===== src/rtl/uart_tx_arbiter.sv =====
// rtl/uart_tx_arbiter.sv - two-requester round-robin arbiter feeding one UART transmitter
// Optional WAIT-state watchdog compiled in with `define ARB_TIMEOUT_EN.
module uart_tx_arbiter #(
    parameter int          N       = 8,
    parameter logic [31:0] TIMEOUT = 32'd200000
) (
    input  logic         sysclk,
    input  logic         reset_n,
    input  logic         req0_valid_i,
    input  logic [N-1:0] req0_data_i,
    output logic         req0_ready_o,
    input  logic         req1_valid_i,
    input  logic [N-1:0] req1_data_i,
    output logic         req1_ready_o,
    output logic         tx_start_o,
    output logic [N-1:0] tx_data_o,
    input  logic         tx_end_i,
    output logic         busy_o,
    output logic         grant_o,
    output logic         timeout_o
);

    localparam logic [1:0] S_IDLE  = 2'd0;
    localparam logic [1:0] S_START = 2'd1;
    localparam logic [1:0] S_WAIT  = 2'd2;

    logic [1:0]   state_q, state_d;
    logic         full0_q, full0_d, full1_q, full1_d;
    logic         rdy0_q, rdy0_d, rdy1_q, rdy1_d;
    logic [N-1:0] data0_q, data0_d, data1_q, data1_d;
    logic [N-1:0] tx_data_q, tx_data_d;
    logic         grant_q, grant_d;
    logic         pick;
`ifdef ARB_TIMEOUT_EN
    logic [31:0]  cnt_q, cnt_d;
    logic         expire;

    // tx_end_i on the expiry cycle wins, so the pulse is suppressed then
    assign expire = (state_q == S_WAIT) && !tx_end_i && (cnt_q == TIMEOUT - 32'd1);
`endif

    always_comb begin
        state_d   = state_q;
        full0_d   = full0_q;
        full1_d   = full1_q;
        data0_d   = data0_q;
        data1_d   = data1_q;
        tx_data_d = tx_data_q;
        grant_d   = grant_q;
        pick      = 1'b0;
`ifdef ARB_TIMEOUT_EN
        cnt_d     = cnt_q;
`endif
        if (req0_valid_i && rdy0_q) begin
            full0_d = 1'b1;
            data0_d = req0_data_i;
        end
        if (req1_valid_i && rdy1_q) begin
            full1_d = 1'b1;
            data1_d = req1_data_i;
        end
        case (state_q)
            S_IDLE: begin
                if (full0_q || full1_q) begin
                    // on a tie the requester that did not own the last transfer wins
                    pick      = (full0_q && full1_q) ? ~grant_q : full1_q;
                    grant_d   = pick;
                    tx_data_d = pick ? data1_q : data0_q;
                    state_d   = S_START;
                end
            end
            S_START: begin
                if (grant_q) full1_d = 1'b0;
                else         full0_d = 1'b0;
                state_d = S_WAIT;
`ifdef ARB_TIMEOUT_EN
                cnt_d   = 32'd0;
`endif
            end
            S_WAIT: begin
                if (tx_end_i) begin
                    state_d = S_IDLE;
                end
`ifdef ARB_TIMEOUT_EN
                else if (expire) begin
                    state_d = S_IDLE;
                end else begin
                    cnt_d = cnt_q + 32'd1;
                end
`endif
            end
            default: state_d = S_IDLE;
        endcase
        rdy0_d = ~full0_d;
        rdy1_d = ~full1_d;
    end

    always_ff @(posedge sysclk or negedge reset_n) begin
        if (!reset_n) begin
            state_q   <= S_IDLE;
            full0_q   <= 1'b0;
            full1_q   <= 1'b0;
            rdy0_q    <= 1'b1;
            rdy1_q    <= 1'b1;
            data0_q   <= '0;
            data1_q   <= '0;
            tx_data_q <= '0;
            grant_q   <= 1'b1;
`ifdef ARB_TIMEOUT_EN
            cnt_q     <= 32'd0;
`endif
        end else begin
            state_q   <= state_d;
            full0_q   <= full0_d;
            full1_q   <= full1_d;
            rdy0_q    <= rdy0_d;
            rdy1_q    <= rdy1_d;
            data0_q   <= data0_d;
            data1_q   <= data1_d;
            tx_data_q <= tx_data_d;
            grant_q   <= grant_d;
`ifdef ARB_TIMEOUT_EN
            cnt_q     <= cnt_d;
`endif
        end
    end

    assign req0_ready_o = rdy0_q;
    assign req1_ready_o = rdy1_q;
    assign tx_start_o   = (state_q == S_START);
    assign tx_data_o    = tx_data_q;
    assign busy_o       = (state_q != S_IDLE);
    assign grant_o      = grant_q;
`ifdef ARB_TIMEOUT_EN
    assign timeout_o    = expire;
`else
    assign timeout_o    = 1'b0;
`endif

endmodule

===== config.mk =====
export PLATFORM = sky130hd
export DESIGN_NAME = uart_tx_arbiter
export DESIGN_NICKNAME = d
export VERILOG_FILES = /design/src/rtl/uart_tx_arbiter.sv
export SDC_FILE = /design/constraint.sdc
export NUM_CORES = 1
export LEC_CHECK = 0
export BUFFER_PORTS_ARGS = -buffer_cell sky130_fd_sc_hd__buf_2
export CAP_MARGIN = 0
export CORE_UTILIZATION = 46
export CTS_CLUSTER_DIAMETER = 100
export DETAILED_ROUTE_END_ITERATION = 7
export PLACE_DENSITY_LB_ADDON = 0.25
export SYNTH_ARGS = -nofsm -noshare
export SYNTH_HDL_FRONTEND = slang
export SYNTH_SLANG_ARGS = --single-unit

===== constraint.sdc =====
create_clock -name sysclk -period 1.4 [get_ports sysclk]
set_input_delay 0.21 -clock sysclk [delete_from_list [all_inputs] [get_ports sysclk]]
set_output_delay 0.21 -clock sysclk [all_outputs]
set_load 0.1 [all_outputs]

Word level (Yosys, flattened, before mapping)

Cells that the tools add are included.

Flip-flop bits (word level): 31
Output and inout port bits: 14
Word-level logic and storage cells: 35

Equal/unequal tests: 4
Bitwise gates (word level): 3
Reductions and logical operators: 8
Muxes and demuxes: 11

Operators by type and width:

| operator             | count |
|---|---|
| $mux W8              | 1 |
| $mux W1              | 7 |
| $pmux W2 S3          | 1 |
| $mux W2              | 2 |
| $ne A2 B2 Y1 const B | 2 |
| $reduce_and A2 Y1    | 2 |
| $logic_and A1 B1 Y1  | 3 |
| $not A1 Y1           | 3 |
| $eq A2 B1 Y1 const B | 1 |
| $eq A2 B2 Y1 const B | 1 |
| $logic_not A2 Y1     | 1 |
| $reduce_bool A2 Y1   | 1 |
| $logic_or A1 B1 Y1   | 1 |

Depth between registers and ports, before layout

Depth in word-level cells: 5
Mapped depth: 4
Mapped depth without buffers: 4

Worst setup path before layout

No wires, ideal clock.

Path type: reg-to-reg
Start point: register grant_q, in the netlist grant_o
End point: register tx_data_q[0], in the netlist tx_data_o[0]
Buffers on the path: 1
Data required time: 1.274 ns
Library setup time: 0.126 ns
Period minus slack after synthesis: 1.866 ns
Data arrival time: 1.741 ns
Stages on the path, launching flop included: 5
Path slack: -0.466 ns
Path through: dfstp_2 -> a21bo_1 -> buf_6 -> mux2_4 -> mux2_2

Cells in the longest elaborated chain, start to end: 3

RTL lines:

| item                   | RTL line | RTL |
|---|---|---|
| from (decl)            | 32       | `logic grant_q, grant_d;` |
| from (signal assigned) | 121      | `grant_q <= grant_d;` |
| $not A1 Y1             | 66       | `pick = (full0_q && full1_q) ? ~grant_q : full1_q;` |
| $mux W1                | 66       |  |
| $mux W8                | 68       | `tx_data_d = pick ? data1_q : data0_q;` |
| to (signal assigned)   | 120      | `tx_data_q <= tx_data_d;` |
| to (decl)              | 31       | `logic [N-1:0] tx_data_q, tx_data_d;` |

Every way passes these cells.
A chain may end at the register's enable or synchronous reset.

Worst setup path in the final report

Start point: register grant_q, in the netlist grant_o
End point: register tx_data_q[3], in the netlist tx_data_o[3]

Same word-level chain as after synthesis.

==> flow_summary.toml <==
[outcome]
run_status = "finished, violations left"
violations = "negative setup slack"

[critical_path]
cp_max_fo = 4
worst_r2r_startpoint = "grant_o"
ff2ff_setup_slack_ns = -0.15
critical_path.startpoint_type = "flop"
critPathRequiredTime_ns = 1.60
ff2ff_path_depth = 4
setup.worst_path.end = "tx_data_o[3]"
critPathCaptureType = "flop"
worst-endpoint-arrival_ns = 1.74
crit_slowest_cell = "dfstp_4"
regToRegEndpoint = "tx_data_o[3]"
critical_path_start = "grant_o"
worst_path_largest_cell_delay_ns = 0.63
critical_path_class = "reg2reg"
timing.critical_path.cells = "a21bo_4 > buf_6 > mux2_4 > mux2_2"

[timing]
unrepaired_setup_endpoints_after_global_routing = "true"
timing.final.crit_period_ns = 1.55
maxSlewViolCount = 0
finClkSkew_ns = 0.0120
setup_viol = 10
finalHoldWorstSlack_ns = 0.0874
relSlewSlack_pct = 54.5
slew_at_the_pin_closest_to_its_max_slew_limit_ns = 0.683
maxClockFrequency_mhz = 647
fin_ws_ns = -0.146
final-hold-violation-count = 0
finalCritPeriodShare_pct = 110

[grt]
grt_pass1_vias = 841
grt_start_max_net_pins = 32
overall_track_demand_over_capacity_in_global_routing_pct = 18.2
antenna_found_initial = 0
grt.overflow.total = 0
grt_pass1_wl_mm = 3.66

[cts]
htree_levels = 2
cts_num_sinks = 31
cts_clk_pin_slew_worst_paths_ns = 0.09
insertion_delay_ns = 0.32
cts_tree = "done"
cts_buffers = 5
cts_root_buffer = "clkbuf_4"
clock_tree_buffer_depth = 2

[detailed_routing]
antenna_violating_nets_post_route = 0
number_of_drc_markers_after_the_initial_detailed_route_iteration = 3
detail_route.wl_per_cell_um = 15.4
route.final.wire_length_mm = 2.53
route.detailed.vias_per_inst = 5.09
drcViolationCount = 0
drt-pass1-iter-count = 2
route.vias.total = 835

[die]
design.core.area_sq_mm = 0.00257
die_h_um = 55.1
floorplan.io_pins = 35
initial_utilization_pct = 50.4
horizontal_die_dimension_um = 55.1
num_rows = 18
die-area_sq_mm = 0.00303

[place]
numPortBuffers = 33
place_congestion = 0.667
dp_hpwl_mm = 1.69

[cells_and_area]
drive_above_1_share_pct = 68.7
antenna_cells_inserted = 0
area.growth.synth_to_final_pct = 35.8
num-nets-final = 154

[yosys]
post_synth_inst_count = 85
mappedNetlistNets = 106
synthesis.area_per_instance_sq_um = 15.2
synth_seq_area_share_pct = 60.2
synthesis.area_sq_mm = 0.00129
synthesis.yosys.warnings = 0
synth.lib_cells_used.distinct = 20
ys_ff_latch = 31

[worst_hold_path]
worst_hold_class = "in2reg"

[run]
maxCapViolCount = 0
-- sequential cells by signal, summed over array words and instances, names as in the netlist --
register      flops
data0_q           8
data1_q           8
full0_q           1
full1_q           1
grant_o           1
req0_ready_o      1
req1_ready_o      1
state_q           2
tx_data_o         8
-- logic make-up after synthesis --
kind of cell           synth area share [%]
buffers and inverters                  3.19
multiplexers                           30.1
AO/OA/AOI/OAI                          4.16
other                                 0.290
flip-flops                             60.2
AND/OR/NAND/NOR                        2.03
-- placed cells by master (no fill, tap or decap) --
| cell | n |
|---|---|
| dfrtp_1 | 28 |
| buf_2 | 28 |
| mux2_4 | 16 |
| mux2_2 | 16 |
| buf_4 | 8 |
| clkbuf_4 | 5 |
| buf_12 | 5 |
| inv_1 | 3 |
| dfstp_4 | 3 |
| a21oi_1 | 2 |
| clkbuf_1 | 2 |
| buf_6 | 2 |
| nor2_2 | 1 |
| inv_2 | 1 |
| nand2b_4 | 1 |
| clkinvlp_4 | 1 |
| and2_4 | 1 |
| o22ai_1 | 1 |
| a21o_1 | 1 |
| nand2b_1 | 1 |
| o21ai_0 | 1 |
| nand2_2 | 1 |
| a21bo_4 | 1 |
| o21ai_2 | 1 |
| a31oi_1 | 1 |
| conb_1 | 1 |
| clkinv_2 | 1 |
| dlygate4sd3_1 | 1 |
-- final cells by class --
type	count	area (sq um)
flip-flops and latches	31	791
well taps	30	37.5
repair buffers	44	333
clock buffers	7	45.0
multi-input cells	46	526
inverters	5	22.5
fillers	207	808
clock inverters	1	5.00
-- synthesized netlist by cell type, drive strengths merged --
library cell  count  area, sq um
nand2             1         3.75
o22ai             1         6.26
conb              1         3.75
inv               5         18.8
a21bo             1         10.0
nand2b            2         12.5
nor2              1         3.75
a21o              1         7.51
clkbuf            1         3.75
dfrtp            28          701
o21ai             2         13.8
buf               2         18.8
dfstp             3         78.8
and2              1         6.26
a31oi             1         6.26
mux2             32          390
a21oi             2         10.0
-- worst max-delay path: cells and delay by family, from the launching register on --
kind,cells,cell delay (ns)
flops,1,0.63
compound gates,1,0.14
mux,2,0.55
buf+inv,1,0.12
-- worst min-delay path by stage --
stage                        start          to  slack [ns]  depth (start not counted)
after CTS                 tx_end_i  state_q[1]        0.08                          2
after floorplan            reset_n  data0_q[0]       -0.09                          0
after global placement     reset_n  data0_q[5]        0.28                          1
after detailed placement   reset_n  data0_q[5]        0.29                          1
final                     tx_end_i  state_q[1]        0.09                          2
after global routing      tx_end_i  state_q[1]        0.08                          2
-- through the flow --
stage / utilization (%) / instances / setup TNS, ns / area, sq um / setup WS [ns]
detailed placement: 64.4 / 152 / -1.15 / 1650 / -0.150
global placement: 64.4 / 152 / -0.945 / 1650 / -0.127
CTS: 67.7 / 163 / -1.34 / 1740 / -0.173
global route: 68.5 / 164 / -1.39 / 1760 / -0.165
floorplan: - / 85 / -3.84 / 1370 / -0.357
finish: 68.5 / 164 / -1.13 / 1760 / -0.146
-- per-layer routing --
layer,global-route usage [%],vias up,wire length (um)
li1,-,389,-
met1,20.4,421,989
met4,7.50,0,16
met3,6.28,3,121
met5,0,-,0
met2,31.3,22,1400
-- repair_timing --
action	in CTS	in global routing
endpoints found under the hold margin	28	0
resized for setup	3	3
cloned	0	0
endpoints found under the setup margin	11	11
hold buffers	1	0
pin swaps	1	0
buffers inserted	2	1
Power is left out: the tool's default activity adds up to more than one toggle a clock period on the data nets, which glitch-free logic cannot reach.
